--- src/rtl/uart_rx.sv ---
// UART receiver: 1 start, 8 data bits LSB-first, 1 stop; payload optionally re-inverted.
// Optional build macro UART_RX_MAJORITY_EN: sample points take a 3-sample majority of rx_s.
module uart_rx #(
  parameter int BAUD_RATE      = 115_200,
  parameter int CLOCK_SPEED    = 50_000_000,
  parameter bit INVERT_PAYLOAD = 1'b1
) (
  input  logic       clk,
  input  logic       rst,
  input  logic       rx,
  output logic [7:0] data,
  output logic       rx_valid,
  output logic       framing_err,
  output logic       busy
);
  localparam int BAUD_WIDTH = CLOCK_SPEED / BAUD_RATE;
  localparam int HALF_WIDTH = BAUD_WIDTH / 2;
  localparam int CW         = $clog2(BAUD_WIDTH);
  localparam logic [CW-1:0] BAUD_LAST = CW'(BAUD_WIDTH - 1);
  localparam logic [CW-1:0] HALF_LAST = CW'(HALF_WIDTH - 1);

  typedef enum logic [2:0] {IDLE, START, DATA, STOP, WAIT_IDLE} state_t;

  state_t        state_q, state_d;
  logic [CW-1:0] cnt_q, cnt_d;
  logic [2:0]    bit_idx_q, bit_idx_d;
  logic [7:0]    shreg_q, shreg_d;
  logic [7:0]    data_q, data_d;
  logic          rx_valid_q, rx_valid_d;
  logic          framing_err_q, framing_err_d;
  logic          sync1_q, sync1_d;
  logic          rx_s_q, rx_s_d;
  logic          samp;

`ifdef UART_RX_MAJORITY_EN
  // Two older rx_s values; together with rx_s they form the voting window.
  logic [1:0] hist_q, hist_d;
  assign hist_d = {hist_q[0], rx_s_q};
  assign samp   = (rx_s_q & hist_q[0]) | (rx_s_q & hist_q[1]) | (hist_q[0] & hist_q[1]);
  always_ff @(posedge clk) begin
    if (!rst) hist_q <= 2'b11;
    else      hist_q <= hist_d;
  end
`else
  assign samp = rx_s_q;
`endif

  always_comb begin
    sync1_d       = rx;
    rx_s_d        = sync1_q;
    state_d       = state_q;
    cnt_d         = '0;
    bit_idx_d     = bit_idx_q;
    shreg_d       = shreg_q;
    data_d        = data_q;
    rx_valid_d    = 1'b0;
    framing_err_d = 1'b0;
    unique case (state_q)
      IDLE: begin
        if (!rx_s_q) state_d = START;
      end
      START: begin
        if (cnt_q == HALF_LAST) begin
          bit_idx_d = 3'd0;
          state_d   = samp ? IDLE : DATA;
        end else begin
          cnt_d = cnt_q + 1'b1;
        end
      end
      DATA: begin
        if (cnt_q == BAUD_LAST) begin
          shreg_d[bit_idx_q] = samp;
          bit_idx_d          = bit_idx_q + 1'b1;
          if (bit_idx_q == 3'd7) state_d = STOP;
        end else begin
          cnt_d = cnt_q + 1'b1;
        end
      end
      STOP: begin
        // Leaving at mid stop bit leaves half a bit to catch the next start edge.
        if (cnt_q == BAUD_LAST) begin
          if (samp) begin
            data_d     = INVERT_PAYLOAD ? ~shreg_q : shreg_q;
            rx_valid_d = 1'b1;
            state_d    = IDLE;
          end else begin
            framing_err_d = 1'b1;
            state_d       = WAIT_IDLE;
          end
        end else begin
          cnt_d = cnt_q + 1'b1;
        end
      end
      WAIT_IDLE: begin
        if (rx_s_q) state_d = IDLE;
      end
      default: state_d = IDLE;
    endcase
  end

  always_ff @(posedge clk) begin
    if (!rst) begin
      sync1_q       <= 1'b1;
      rx_s_q        <= 1'b1;
      state_q       <= IDLE;
      cnt_q         <= '0;
      bit_idx_q     <= 3'd0;
      shreg_q       <= 8'h00;
      data_q        <= 8'h00;
      rx_valid_q    <= 1'b0;
      framing_err_q <= 1'b0;
    end else begin
      sync1_q       <= sync1_d;
      rx_s_q        <= rx_s_d;
      state_q       <= state_d;
      cnt_q         <= cnt_d;
      bit_idx_q     <= bit_idx_d;
      shreg_q       <= shreg_d;
      data_q        <= data_d;
      rx_valid_q    <= rx_valid_d;
      framing_err_q <= framing_err_d;
    end
  end

  assign data        = data_q;
  assign rx_valid    = rx_valid_q;
  assign framing_err = framing_err_q;
  assign busy        = (state_q != IDLE);
endmodule
--- config.mk ---
export PLATFORM = sky130hd
export DESIGN_NAME = uart_rx
export DESIGN_NICKNAME = d
export VERILOG_FILES = /design/src/rtl/uart_rx.sv
export SDC_FILE = /design/constraint.sdc
export NUM_CORES = 1
export LEC_CHECK = 0
export CORE_UTILIZATION = 56
export CTS_CLUSTER_SIZE = 16
export DETAILED_ROUTE_END_ITERATION = 12
export GPL_ROUTABILITY_DRIVEN = 0
export GPL_TIMING_DRIVEN = 0
export PLACE_DENSITY_LB_ADDON = 0.15
export SLEW_MARGIN = 10
export SYNTH_ARGS = -nofsm -noshare
export SYNTH_HDL_FRONTEND = slang
export SYNTH_SLANG_ARGS = --single-unit
--- constraint.sdc ---
create_clock -name clk -period 2.45 [get_ports clk]
set_clock_uncertainty 0.1 [all_clocks]
set_input_delay 0.49 -clock clk [delete_from_list [all_inputs] [get_ports clk]]
set_output_delay 0.49 -clock clk [all_outputs]
set_load 0.05 [all_outputs]
==> run_results.csv <==
group,metric,value,unit
final_layout,syn2layout_area_growth,14.23,%
setup_path,critPathLaunch,"state_q[1]$_SDFFE_PN0P_",
global_route,grt_max_degree,11,
setup_path,r2r_cells,7,
clocking,cts_resized,1,
setup_path,worstPathArrival,1670,ps
clocking,cts-root-buf,"clkbuf_4",
timing,finalHoldViolCount,0,
final_layout,drive_above_1_share,0.1231,
synthesis,syn-num-nets,182,
setup_path,r2r_slack,240,ps
synthesis,ys_seq_area_frac,0.4331,
synthesis,synth_flop_cell,"dfxtp_1",
setup_path,end_kind,"primary output",
clocking,ctsLongestPathBuffers,2,
final_layout,fin_nets,202,
synthesis,ys_ff_latch,35,
clocking,cts.clk_slew.worst_paths,100,ps
synthesis,syn_area,0.001618,mm^2
place,dp.cells,218,
timing,grt_setup_unrepaired,"false",
drt,antenna_left,0,
timing,fin_crit_sh,0.9209,
synthesis,synthTopCellsByArea,"dfxtp_1 (43%), and2_1 (4.3%), nand2_1 (4.2%), ha_1 (3.9%), mux2i_1 (3.7%)",
setup_path,crit_chain,"buf_4 -> or3_2 -> dlygate4sd2_1",
drt,vias_per_cell,5.549,
global_route,antenna_found_initial,0,
clocking,cts_num_sinks,35,
setup_path,critical_path_class,"reg -> out",
timing,worst_slew_pin_slew,500.8,ps
floorplanning,die_x,55.75,um
power,p_per_area,547.2,mW/mm^2
clocking,cts_setup_buffers,0,
timing,period_needed,2256,ps
clocking,cts_buffers,5,
clocking,cts_hold_buffers,0,
power,p_leak,0.6665,nW
place,hpwl,2008,um
global_route,grt_pass1_vias,1161,
clocking,clk_latency,330,ps
global_route,grt_pass1_wl,5168,um
setup_path,slowest_delay,440,ps
drt,drt_first_pass_iters,4,
setup_path,cp_max_fo,9,
min_path,hold_class,"reg -> reg",
drt,drtIter0Drc,25,
synthesis,yosys.area.top_type_share,0.4331,
setup_path,slowest_stage,"or3_2",
global_route,gr-total-overflow,0,
global_route,grt_use_total,0.2151,
synthesis,post-synth-top-area-cell,"dfxtp_1",
timing,setup_viol,0,
drt,wire_per_inst,13.01,um
floorplanning,die-area,0.003108,mm^2
job,cap_viol_max_count,0,
place,io_buffers,13,
setup_path,required,1860,ps
synthesis,ys_types,41,
outcome,status,"complete, no violations",
timing,drv_slew,0,
final_layout,finish.utilization,0.6701,
synthesis,synth_warnings,0,
floorplanning,design.portCount,14,
floorplanning,die_y,55.75,um
setup_path,r2r-end,"shreg_q[0]$_SDFFE_PN0P_",
setup_path,crit-reg2reg-launch,"cnt_q[0]$_SDFF_PN0_",
floorplanning,core,0.002758,mm^2
power,power.total,1.011,mW
timing,tns,0,ps
floorplanning,rows,19,
synthesis,avgSynthCellArea,9.298,um^2
synthesis,synth_edf_count,0,
setup_path,startpoint_type,"flop",
final_layout,mostFrequentLayoutCells,"dfxtp_1 (35), nand2_1 (18), nor2_1 (14), clkdlybuf4s50_1 (12), and2_1 (11)",
floorplanning,start_util,0.5867,
power,ir_worst_vdd,447.1,uV
timing,fmax,443.2,MHz
drt,drc,0,
clocking,cts_tree,"yes",
final_layout,diodes,0,
final_layout,mostFrequentLayoutCell,"dfxtp_1",
synthesis,async_reset_ff_frac,0,
final_layout,final_cell_count_no_fill,226,
setup_path,crit_path_end,"busy",
timing,relSlewSlack,0.6651,
drt,dr_total_vias,1254,
timing,fin_hold_ws,318.5,ps
clocking,htree_levels,2,
synthesis,syn_inst,174,
drt,routed_wl,2941,um
## flip-flops by register name, summed over array words and instances, names as in the netlist
| name | cells |
|---|---|
| bit_idx_q | 3 |
| rx_s_d | 1 |
| rx_valid | 1 |
| state_q | 3 |
| cnt_q | 9 |
| data | 8 |
| rx_s_q | 1 |
| framing_err | 1 |
| shreg_q | 8 |
## critical path, delay by kind of cell, from the launching register on
family                 cells  cell delay (ps)
buffers and inverters      2              590
and+or+nand+nor            1              440
DFF                        1              310
## logic make-up (layout without fill, tap and decap cells)
family,after synthesis,after routing,share of synthesized area
compound gates,23,23,0.1036
flops,35,35,0.4331
xor+xnor,7,7,0.03790
simple gates,79,79,0.2893
mux,6,6,0.03712
buf+inv,19,40,0.06032
fa+ha+maj,5,5,0.03867
## per-stage QoR
stage / setup WS, ps / area, um^2
6_report: 193.8 / 1848
5_1_grt: 128.0 / 1848
2_1_floorplan: 365.3 / 1618
3_3_place_gp: 178.0 / 1787
4_1_cts: 74.89 / 1836
3_5_place_dp: 92.32 / 1787
## final cells by class
class | count | area (um^2)
Fill cell | 228 | 909.6
Multi-Input combinational cell | 120 | 832.0
Sequential cell | 35 | 700.7
Timing Repair Buffer | 13 | 128.9
Buffer | 10 | 63.81
Clock buffer | 7 | 45.04
Tap cell | 31 | 38.79
Inverter | 9 | 33.78
Clock inverter | 1 | 5.005
## worst min-delay path by stage
stage / startpoint / endpoint / slack (ps) / depth (start not counted)
floorplan: rx_s_d$_SDFF_PN1_ / rx_s_q$_SDFF_PN1_ / 290 / 1
global placement: rx_s_d$_SDFF_PN1_ / rx_s_q$_SDFF_PN1_ / 300 / 1
detailed placement: rx_s_d$_SDFF_PN1_ / rx_s_q$_SDFF_PN1_ / 290 / 1
CTS: rx_s_d$_SDFF_PN1_ / rx_s_q$_SDFF_PN1_ / 320 / 1
global route: rx_s_d$_SDFF_PN1_ / rx_s_q$_SDFF_PN1_ / 360 / 1
finish: rx_s_d$_SDFF_PN1_ / rx_s_q$_SDFF_PN1_ / 320 / 1
## cells in the mapped netlist (3+ instances only)
cell      count
mux2i_1       6
o21ai_0       7
nor4b_1       3
buf_2         3
clkbuf_1      3
inv_1         9
and2_1       11
ha_1          5
nand4_1       3
xor2_1        4
nor3b_1       4
dfxtp_1      35
nor2_1       14
nand3_1       9
xnor2_1       3
o211a_1       3
nand2_1      18
## metal layers
metal | vias up | global-route usage | routed length (um)
met4 | 0 | 0.1357 | 40
met3 | 6 | 0.06279 | 107
met5 | - | 0 | 0
li1 | 644 | - | -
met1 | 579 | 0.2652 | 1436
met2 | 25 | 0.3287 | 1358
## where the power goes
group / switching, mW / internal (mW) / total (mW)
registers: 0.00410 / 0.577 / 0.581
clock network: 0.181 / 0.112 / 0.293
logic: 0.0909 / 0.0456 / 0.137
No activity file was read; power rests on OpenSTA's default activity.
